### config.mk
export PLATFORM = sky130hd
export DESIGN_NAME = pixel_frame_writer
export DESIGN_NICKNAME = d
export VERILOG_FILES = /design/src/rtl/pixel_mem_pkg.sv /design/src/rtl/pixel_frame_writer_raster_counter.sv /design/src/rtl/pixel_frame_writer.sv
export SDC_FILE = /design/constraint.sdc
export NUM_CORES = 1
export LEC_CHECK = 0
export ABC_CLOCK_PERIOD_IN_PS = 2400
export CAP_MARGIN = 10
export CORE_MARGIN = 2
export CORE_UTILIZATION = 52
export DETAILED_ROUTE_END_ITERATION = 6
export GPL_ROUTABILITY_DRIVEN = 0
export GPL_TIMING_DRIVEN = 0
export MAX_ROUTING_LAYER = met4
export PLACE_DENSITY = 0.8
export SYNTH_ARGS = -nofsm -noshare
export SYNTH_HDL_FRONTEND = slang
export SYNTH_SLANG_ARGS = --single-unit
### constraint.sdc
create_clock -name clk -period 2.4 [get_ports clk]
set_input_delay 0.48 -clock clk [delete_from_list [all_inputs] [get_ports clk]]
set_output_delay 0.48 -clock clk [all_outputs]
set_load 0.005 [all_outputs]
### src/rtl/pixel_mem_pkg.sv
// Shared definitions for the frame-buffer pixel layout, used by the write path,
// the read path and their benches: 3 bytes per pixel, R first, in raster order.
package pixel_mem_pkg;

    localparam int BYTES_PER_PX = 3;

    typedef struct packed {
        logic [7:0] r;
        logic [7:0] g;
        logic [7:0] b;
    } rgb_t;

    typedef enum logic [2:0] {
        ST_IDLE,
        ST_WAIT_PIX,
        ST_WR_R,
        ST_WR_G,
        ST_WR_B,
        ST_DONE
    } wr_state_t;

    function automatic logic [31:0] px_addr(
        input logic [31:0] base,
        input logic [31:0] x,
        input logic [31:0] y,
        input logic [31:0] w
    );
        return base + BYTES_PER_PX * (y * w + x);
    endfunction

endpackage

### src/rtl/pixel_frame_writer_raster_counter.sv
// Raster-order x/y position counter: clears to (0,0), advances one pixel per
// request and wraps back to (0,0) after the last pixel of the frame.
module raster_counter #(
    parameter int IMG_W = 900,
    parameter int IMG_H = 300,
    localparam int XW = $clog2(IMG_W),
    localparam int YW = $clog2(IMG_H)
) (
    input  logic          clk,
    input  logic          rst,
    input  logic          clear_i,
    input  logic          advance_i,
    output logic [XW-1:0] x_o,
    output logic [YW-1:0] y_o,
    output logic          last_o
);

    localparam logic [XW-1:0] X_LAST = XW'(IMG_W - 1);
    localparam logic [YW-1:0] Y_LAST = YW'(IMG_H - 1);

    logic [XW-1:0] x_q, x_d;
    logic [YW-1:0] y_q, y_d;

    assign x_o    = x_q;
    assign y_o    = y_q;
    assign last_o = (x_q == X_LAST) && (y_q == Y_LAST);

    // NOTE: every always_comb output is given a default first, so no path can infer a latch.
    always_comb begin
        x_d = x_q;
        y_d = y_q;
        if (clear_i) begin
            x_d = '0;
            y_d = '0;
        end else if (advance_i) begin
            if (x_q == X_LAST) begin
                x_d = '0;
                y_d = (y_q == Y_LAST) ? '0 : y_q + 1'b1;
            end else begin
                x_d = x_q + 1'b1;
            end
        end
    end

    // NOTE: state registers use non-blocking assignments so every flop updates from pre-edge values.
    always_ff @(posedge clk) begin
        if (rst) begin
            x_q <= '0;
            y_q <= '0;
        end else begin
            x_q <= x_d;
            y_q <= y_d;
        end
    end

endmodule

### src/rtl/pixel_frame_writer.sv
// Stores a raster-ordered 24-bit RGB stream into byte-addressed memory as three
// consecutive bytes (R, G, B) at frame_base + 3*(y*IMG_W + x).
module pixel_frame_writer
    import pixel_mem_pkg::*;
#(
    parameter int IMG_W  = 900,
    parameter int IMG_H  = 300,
    parameter int ADDR_W = 20
) (
    input  logic                     clk,
    input  logic                     rst,
    input  logic                     start,
    input  logic [ADDR_W-1:0]        frame_base,
    input  logic                     s_valid,
    output logic                     s_ready,
    input  logic [23:0]              s_pixel,
    output logic                     mem_we,
    output logic [ADDR_W-1:0]        mem_addr,
    output logic [7:0]               mem_wdata,
    input  logic                     mem_ready,
    output logic                     busy,
    output logic                     frame_done,
    output logic [$clog2(IMG_W)-1:0] x_pos,
    output logic [$clog2(IMG_H)-1:0] y_pos
);

    wr_state_t         state_q;
    logic [ADDR_W-1:0] ptr_q;
    rgb_t              pix_q;
    rgb_t              px_in;
    logic              s_ready_q;
    logic              mem_we_q;
    logic [ADDR_W-1:0] mem_addr_q;
    logic [7:0]        mem_wdata_q;
    logic              busy_q;
    logic              frame_done_q;
    logic              last_px;
    logic              raster_clear;
    logic              raster_advance;

    assign px_in          = s_pixel;
    assign raster_clear   = (state_q == ST_IDLE) && start;
    assign raster_advance = (state_q == ST_WR_B) && mem_ready;

    raster_counter #(
        .IMG_W (IMG_W),
        .IMG_H (IMG_H)
    ) u_raster (
        .clk       (clk),
        .rst       (rst),
        .clear_i   (raster_clear),
        .advance_i (raster_advance),
        .x_o       (x_pos),
        .y_o       (y_pos),
        .last_o    (last_px)
    );

    assign s_ready    = s_ready_q;
    assign mem_we     = mem_we_q;
    assign mem_addr   = mem_addr_q;
    assign mem_wdata  = mem_wdata_q;
    assign busy       = busy_q;
    assign frame_done = frame_done_q;

    // ptr_q is a running byte pointer: it always holds the R address of the pending pixel.
    always_ff @(posedge clk) begin
        if (rst) begin
            state_q      <= ST_IDLE;
            ptr_q        <= '0;
            pix_q        <= '0;
            s_ready_q    <= 1'b0;
            mem_we_q     <= 1'b0;
            mem_addr_q   <= '0;
            mem_wdata_q  <= '0;
            busy_q       <= 1'b0;
            frame_done_q <= 1'b0;
        end else begin
            frame_done_q <= 1'b0;
            case (state_q)
                ST_IDLE: begin
                    if (start) begin
                        ptr_q     <= frame_base;
                        busy_q    <= 1'b1;
                        s_ready_q <= 1'b1;
                        state_q   <= ST_WAIT_PIX;
                    end
                end
                ST_WAIT_PIX: begin
                    if (s_valid) begin
                        pix_q       <= px_in;
                        s_ready_q   <= 1'b0;
                        mem_we_q    <= 1'b1;
                        mem_addr_q  <= ptr_q;
                        mem_wdata_q <= px_in.r;
                        state_q     <= ST_WR_R;
                    end
                end
                ST_WR_R: begin
                    if (mem_ready) begin
                        mem_addr_q  <= ptr_q + ADDR_W'(1);
                        mem_wdata_q <= pix_q.g;
                        state_q     <= ST_WR_G;
                    end else begin
                        mem_wdata_q <= pix_q.r;
                    end
                end
                ST_WR_G: begin
                    if (mem_ready) begin
                        mem_addr_q  <= ptr_q + ADDR_W'(2);
                        mem_wdata_q <= pix_q.b;
                        state_q     <= ST_WR_B;
                    end
                end
                ST_WR_B: begin
                    if (mem_ready) begin
                        mem_we_q <= 1'b0;
                        ptr_q    <= ptr_q + ADDR_W'(BYTES_PER_PX);
                        if (last_px) begin
                            frame_done_q <= 1'b1;
                            state_q      <= ST_DONE;
                        end else begin
                            s_ready_q <= 1'b1;
                            state_q   <= ST_WAIT_PIX;
                        end
                    end
                end
                ST_DONE: begin
                    busy_q  <= 1'b0;
                    state_q <= ST_IDLE;
                end
                default: state_q <= ST_IDLE;
            endcase
        end
    end

endmodule

# Word-level counts from Yosys, hierarchy flattened
# Index checks and enable logic that the tools add are counted.
[totals]
inputBits = 49
reg_bits = 98
out_inout_bits = 51
[op_classes]
bitwise = 2
mux = 30
addsub = 5
eq_ne = 13
n_reduce_logical = 20
[op_table]
columns = ["operator", "count"]
rows = [
  ["20-bit 2-to-1 mux", 5],
  ["20-bit one-hot mux with 3 select lines", 1],
  ["20-bit by 2-bit adder with 20-bit output (second input constant)", 2],
  ["20-bit one-hot mux with 2 select lines", 1],
  ["8-bit 2-to-1 mux", 3],
  ["8-bit one-hot mux with 3 select lines", 1],
  ["20-bit by 1-bit adder with 20-bit output (second input constant)", 1],
  ["3-bit 2-to-1 mux", 6],
  ["3-bit one-hot mux with 5 select lines", 1],
  ["2-bit != test (second input constant)", 6],
  ["10-bit by 1-bit adder with 10-bit output (second input constant)", 1],
  ["10-bit == test (second input constant)", 1],
  ["10-bit 2-to-1 mux", 1],
  ["5-bit AND reduction", 2],
  ["9-bit by 1-bit adder with 9-bit output (second input constant)", 1],
  ["9-bit == test (second input constant)", 1],
  ["9-bit 2-to-1 mux", 1],
  ["3-bit AND reduction", 3],
  ["1-bit 2-to-1 mux", 7],
  ["3-bit by 2-bit == test with 1-bit output (second input constant)", 2],
  ["3-bit == test (second input constant)", 2],
  ["2-bit AND reduction", 3],
  ["2-bit nonzero test", 3],
  ["3-bit nonzero test", 2],
  ["other kinds (9)", 13],
]

# Longest topological paths before layout
[depth]
word_depth = 5
mapped_depth = 8
depth_no_buf = 6

# Cells and area by module
# From an unflattened synthesis, not the netlist that was laid out.
[hier_totals]
cells_unflattened = 652
area_unflattened_um2 = 5205.0
[by_module_without_submodules]
columns = ["mod", "area_each_um2", "seq_area_each_um2", "cells_per_inst", "n_inst"]
rows = [
  ["pixel_frame_writer", 4272.8, 1581.5, 548, 1],
  ["raster_counter", 932.1, 380.4, 104, 1],
]

# Worst setup path after synthesis
# Ideal clock, no wire load.
[synth_path]
kind = "input port to flip-flop"
start = "in mem_ready"
end = "reg u_raster.y_q[5] (netlist: u_raster.y_o[5])"
setup_slack_ns = 0.387
stages = 6
required_time_ns = 2.314
setup_ns = 0.086
t_arrival_ns = 1.927
cell_sequence = "buf_2 -> and4bb_2 -> buf_4 -> nand4_2 -> or4_1 -> a211oi_1"
[synth_via]
elab_chain_len = 2
[synth_rtl]
columns = ["item", "line", "text"]
rows = [
  ["start, declared", "pixel_frame_writer.sv:20", "input logic mem_ready,"],
  ["1-bit logical AND", "pixel_frame_writer.sv:43", "assign raster_advance = (state_q == ST_WR_B) && mem_ready;"],
  ["2-bit AND reduction (no source line)", "--", ""],
  ["end signal, assigned", "pixel_frame_writer_raster_counter.sv:52", "y_q <= y_d;"],
  ["end, declared", "pixel_frame_writer_raster_counter.sv:22", "logic [YW-1:0] y_q, y_d;"],
]
# Every way passes these cells.
# A chain may end at the register's enable or synchronous reset.

# Worst setup path after layout
[layout_path]
start = "reg state_q[0]"
end = "reg mem_wdata_q[3] (netlist: mem_wdata[3])"
[layout_via]
elab_chain_len = 3
[layout_rtl]
columns = ["item", "line", "text"]
rows = [
  ["start, declared", "pixel_frame_writer.sv:27", "wr_state_t state_q;"],
  ["start signal, assigned", "pixel_frame_writer.sv:68", "state_q <= ST_IDLE;"],
  ["start signal, assigned", "pixel_frame_writer.sv:85", "state_q <= ST_WAIT_PIX;"],
  ["start signal, assigned", "pixel_frame_writer.sv:95", "state_q <= ST_WR_R;"],
  ["3-bit by 2-bit == test with 1-bit output or 3-bit by 1-bit == test with 1-bit output (tied branches)", "pixel_frame_writer.sv:79", "case (state_q)"],
  ["2-bit != test (no source line) or 3-bit nonzero test (tied branches)", "--", ""],
  ["3-bit AND reduction (no source line)", "--", ""],
  ["end signal, assigned", "pixel_frame_writer.sv:94", "mem_wdata_q <= px_in.r;"],
  ["end signal, assigned", "pixel_frame_writer.sv:101", "mem_wdata_q <= pix_q.g;"],
  ["end signal, assigned", "pixel_frame_writer.sv:104", "mem_wdata_q <= pix_q.r;"],
  ["end, declared", "pixel_frame_writer.sv:34", "logic [7:0] mem_wdata_q;"],
]
# Parallel ways exist; a longest one is shown, timed or not.

==> impl_metrics.toml <==
[place]
placed_cells = 880
dp_hpwl_mm = 11.31
numPortBuffers = 98

[setup_path]
worstSetupPathType = "reg2reg"
slowest_delay_ns = 0.54
worst_path_max_delay_cell = "a2111oi_0"
path_buf_inv = 4
cp_max_fo = 10
crit_required_ns = 2.63
endpoint_kind = "flop"
cp_cell_sequence = "buf_2, clkbuf_2, inv_1, clkbuf_1, a211oi_1, a2111oi_0, a211oi_1"
crit_family = "buffers and inverters"
arrival_ns = 2.58
worstSetupStartpointType = "flop"
cp_common_cell = "a211oi_1"

[finish]
multi_input_area_mm2 = 0.002964
layout-drive-gt1-share_pct = 7.905
nets = 811
stdcell_count = 892
num-fill-cells = 867
fin_util_pct = 67.80
diodes = 0
register_area_mm2 = 0.001964
area_growth_pct = 26.91

[global_route]
gr-usage-met3_pct = 3.634
antenna_found_initial = 0
grt_util_met2_pct = 47.60
busiest_layer = "met2"
grt_pass1_vias = 5048
grt.met1_usage_pct = 36.41
grt_max_degree = 15
grt_usage_pct = 29.37
overflow = 0
grt_pass1_wl_mm = 25.07

[detailed_routing]
wirelength_mm = 15.77
antenna_left = 0
vias = 5399
dr.pass1.iters = 5
viasPerCell = 6.053
drt_first_iter_violations = 352
wl_per_cell_um = 17.68
drc = 0

[min_path]
hp-class = "reg2reg"

[floorplanning]
ios = 100
die_h_um = 104.0
core_mm2 = 0.009729
fp.dieW_um = 104.0
num_rows = 36
initial_utilization_pct = 53.42
dieArea_mm2 = 0.01081

[synth]
ys_types = 65
avgSynthCellArea_um2 = 8.008
postSynthCellCount = 649
syn_nets = 704
ys.flop_type = "dfxtp_1"
synth_common_cells = "98 x dfxtp_1, 85 x nand2_1, 53 x a21oi_1"
synth_enable_flop_cells = 0
synth.most_common_cell = "dfxtp_1"
synth-async-reset-ratio_pct = 0
post-synth-top-area-cell = "dfxtp_1"
synth-seq-cells = 98
ys_seq_area_share_pct = 37.75
synth_area_mm2 = 0.005197
ys_warn_count = 0
netlist_top_cells_area = "dfxtp_1 38%, nand2_1 6.1%, a21oi_1 5.1%"
synth_top_area_share_pct = 37.75

[timing]
hold_viol = 0
worst_slew_pin_slew_ns = 0.9422
max_freq_ghz = 0.4249
finalMaxSlewViolations = 0
min_period_ns = 2.353
tns_ns = 0
min_period_over_period_pct = 98.06
finalSetupViolCount = 0
rsz0062_at_grt = "false"
skew_ns = 0.01334
slew_headroom_pct = 37.18

[clocking]
path_clk_slew_ns = 0.09
clock_sinks = 98
htreeDepth = 3
clk_path_buf_depth = 2
clock_latency_ns = 0.38
cts-root-buf = "clkbuf_8"
post_cts_buffers = 0
numCtsBuffers = 9
tritoncts = "built"

[job]
drv_cap = 0

[pwr]
p_per_area_mw_per_mm2 = 592.9
power_leakage_uw = 0.002108
ir_drop_v = 0.0003335

[run_status]
status = "complete, no violations"
## tightest hold or removal path: cells and delay by family, from the launching register on
| kind | cells | cell delay [ns] |
|---|---|---|
| compound gates | 1 | 0.05 |
| flops | 1 | 0.32 |
| simple gates | 1 | 0.05 |
## state kept, by name, summed over array words and instances, names as in the netlist
name / cells
s_ready: 1
u_raster.x_o: 10
mem_addr: 20
state_q: 3
busy: 1
mem_wdata: 8
ptr_q: 20
u_raster.y_o: 9
pix_q: 24
mem_we: 1
frame_done: 1
## final timing paths
path / from / to / cells after the start / slack [ns]
setup / recovery: state_q[0] / mem_wdata[3] / 7 / 0.05
hold reg to reg: pix_q[23] / pix_q[23] / 2 / 0.46
hold / removal: pix_q[23] / pix_q[23] / 2 / 0.46
setup reg to reg: state_q[0] / mem_wdata[3] / 7 / 0.05
## layer usage
metal	share of wire [%]	routed length, um
met1	42	6563
met2	47	7430
met3	7.5	1189
met4	3.7	583
met5	0	0
## metrics by stage
stage	hold slack, ns	power (uW)	setup WS (ns)	area (um2)
final	0.4626	3911	0.04659	6596
after global routing	0.4767	4071	0.004389	6596
after CTS	0.4613	3896	0.009074	6555
after detailed placement	0.4476	2823	-0.6987	6345
after global placement	0.4416	2793	-0.6469	6345
after floorplan	0.4357	2397	0.3875	5197
## what timing repair did
| item | CTS | global route |
|---|---|---|
| cloned | 0 | 0 |
| setup endpoints to repair | 33 | 48 |
| hold buffers | 0 | 0 |
| pin swaps | 0 | 1 |
| resized for setup | 7 | 14 |
## power breakdown
part	switching [uW]	total, uW	internal [uW]
logic	516	947	431
clock network	568	1100	529
registers	97.9	1870	1770
## layout by cell type (no fill, tap or decap), drive strengths merged, types with 3 or more instances in the layout
master / netlist / routed
o31a: 6 / 6
or4: 11 / 11
dfxtp: 98 / 98
mux2i: 11 / 11
and4: 3 / 3
o32ai: 5 / 5
clkbuf: 41 / 53
a22oi: 3 / 3
and2: 8 / 8
a211oi: 33 / 33
nand3: 15 / 15
clkdlybuf4s50: 0 / 98
o21ai: 39 / 39
nand2: 85 / 85
nand4b: 3 / 3
ha: 6 / 6
nand2b: 4 / 4
o31ai: 7 / 7
a2111oi: 8 / 8
nor2b: 8 / 8
or2: 5 / 5
a31oi: 14 / 14
nor3b: 4 / 4
or3: 15 / 15
mux2: 3 / 3
nor3: 14 / 14
nand4: 15 / 15
nor4b: 4 / 4
a21oi: 53 / 53
xnor2: 14 / 14
o21a: 5 / 5
nor4: 11 / 11
xor2: 5 / 5
a21boi: 4 / 4
nor2: 30 / 30
nand3b: 3 / 3
inv: 22 / 22
buf: 15 / 13
## area by class of cell
cell class              count  area share (%)
well taps                 133           2.523
repair buffers             98           14.87
inverters                  22           1.252
clock inverters             2          0.5690
flip-flops and latches     98           29.78
plain buffers              54           3.718
clock buffers              12           2.352
multi-input cells         473           44.94
## cell families (layout without fill, tap and decap cells)
kind of cell	Yosys count	count (layout)	synth area share, %
compound gates	186	186	22.68
xor+xnor	19	19	3.202
fa+ha+maj	6	6	1.444
buf+inv	78	188	6.259
flops	98	98	37.75
mux	14	14	2.768
simple gates	248	248	25.90
Note: power is estimated with default switching activity, not from simulation.
==> variant (config.mk and constraints unchanged) <==
Take the reset off `x_q` and load it in a clocked block of its own.
--- a/src/rtl/pixel_frame_writer_raster_counter.sv
+++ b/src/rtl/pixel_frame_writer_raster_counter.sv
@@ -45,13 +45,15 @@
     // NOTE: state registers use non-blocking assignments so every flop updates from pre-edge values.
     always_ff @(posedge clk) begin
         if (rst) begin
-            x_q <= '0;
             y_q <= '0;
         end else begin
-            x_q <= x_d;
             y_q <= y_d;
         end
     end
 
+    always_ff @(posedge clk) begin
+        x_q <= x_d;
+    end
+
 endmodule
 
Behaviour: not the same (a bounded check fails within 10 cycles, from zero or initial values and one cycle with rst high; the reset may be asserted at any time).
==> variant against the original RTL <==
Sequential cell count stayed put; cell area is 0.95% lower; first-iteration DRC count down 9.7%; routed wire length fell by 5.4%; total power grew 31%; area after synthesis is 0.65% lower; worst setup slack better by 0.10 ns; utilization fell by 0.33 points; clock skew about the same; global-route usage fell by 1.6 points.
==> variant: results (changes against the original RTL) <==
logic_synthesis:
  synth.mux.area_fraction_pct: 4.26  # +1.5 points
  ys_types: 59  # -9.2%
  async_reset_ff_share_pct: 0  # unchanged
  synthAdderAreaFrac_pct: 1.45  # +0.0094 points
  synth_area_leaders: "dfxtp_1, nand2_1, a21oi_1, a211oi_1, mux2i_1"
  ys_seq_area_share_pct: 38.0  # +0.25 points
  synth_compound_area_share_pct: 20.9  # -1.7 points
  postSynthCellCount: 641  # -1.2%
  synthesis.nets: 696  # -1.1%
  synth_xor_area_share_pct: 3.56  # +0.36 points
  yosysWarnings: 0  # unchanged
  ys_top_cells_by_count: "dfxtp_1, nand2_1, a21oi_1"
hold_path:
  hp-start: "pix_q[16]$_SDFFE_PP0P_"
  min_to: "pix_q[16]$_SDFFE_PP0P_"
place:
  hpwl_mm: 10.9  # -3.3%
  placedCellCount: 872  # -0.91%
  dpl_worst_slack_ns: -0.139  # +0.560 ns
  dpl_cell_area_mm2: 0.00631  # -0.53%
  portBuffers: 98  # unchanged
sta:
  fin_skew_ns: 0.0136  # +0.000269 ns
  slew_headroom_pct: 40.5  # +3.3 points
  report.final.slew_viol_count: 0  # unchanged
critical_path:
  critPathTopFamily: "simple AND/OR/NAND/NOR gates"
  worstRegToRegCells: 6  # -1
  max_stage_delay_ns: 0.63  # +0.09 ns
  rr_endpoint: "ptr_q[13]$_SDFFE_PP0P_"
  slowest_stage: "nor2_1"
  arrival_ns: 2.54  # -0.04 ns
power_and_ir_drop:
  ir_drop_mv: 0.545  # +63%
  leakage_nw: 2.21  # +4.8%
routing:
  drtPass1Iterations: 5  # unchanged
  vias_per_cell: 6.06  # about the same
  drtIter0Drc: 318  # -9.7%
  wl_mm: 14.9  # -5.4%
  vias: 5373  # -0.48%
status:
  status: "finished clean"
global_routing:
  grt_first_pass_wirelength_mm: 23.9  # -4.8%
  grt_max_degree: 17  # +2
  first_global_vias: 4919  # -2.6%
  grt_usage_pct: 27.7  # -1.6 points
layout:
  drive_gt1_share_pct: 6.37  # -1.5 points
  largest_reg_flops: 24  # unchanged
  nNetsFinal: 805  # -0.74%
  num_antenna_cells: 0  # unchanged
  fill_cells: 840  # -3.1%
  largest_register: "pix_q"
clocking:
  clk_pin_slew_worst_paths_ns: 0.09  # about the same
  clk_latency_ns: 0.37
[variant: power breakdown]
part | switching [mW] | internal (mW) | total, mW
Clock | 0.600 | 0.511 | 1.11
Combinational | 1.04 | 0.844 | 1.88
Sequential | 0.209 | 1.92 | 2.12
[variant: worst max path at each step]
stage                                  startpoint                   endpoint  slack [ns]  depth (start not counted)
final                     state_q[0]$_SDFFE_PP0P_     ptr_q[13]$_SDFFE_PP0P_        0.15                          6
after global routing        ptr_q[1]$_SDFFE_PP0P_     ptr_q[14]$_SDFFE_PP0P_        0.05                          6
after CTS                   ptr_q[1]$_SDFFE_PP0P_     ptr_q[11]$_SDFFE_PP0P_        0.07                          6
after detailed placement                  s_valid  mem_addr[13]$_SDFFE_PP0P_       -0.14                          7
after global placement                        rst      pix_q[8]$_SDFFE_PP0P_       -0.12                          5
after floorplan             ptr_q[1]$_SDFFE_PP0P_     ptr_q[14]$_SDFFE_PP0P_        0.48                          6
[variant: repair_timing]
action                                  CTS  global route
endpoints found under the setup margin    0             6
buffers inserted                          0             0
resized for setup                         0             3
[variant: cell type report]
class,count,share of cell area [%]
inverter,7,0.402
tap,133,2.55
multi-input combinational,487,45.7
timing repair buffer,98,15.0
sequential,98,30.0
clock inverter,5,0.957
buffer,49,3.29
clock buffer,10,2.11
[variant: metal layers]
metal,global-route usage (%),up-vias,part of all wire (%),wire [µm]
li1,-,2561,-,-
met5,-,-,0,0
met4,12.4,0,3.5,528
met1,33.2,2503,40,6000
met3,4.34,52,7.5,1110
met2,46.3,257,49,7270
[variant: per-stage QoR]
stage | util (%) | hold WS [ns]
floorplan | - | 0.436
global placement | 65.2 | 0.443
detailed placement | 65.2 | 0.448
CTS | 67.2 | 0.461
global route | 67.5 | 0.481
finish | 67.5 | 0.460
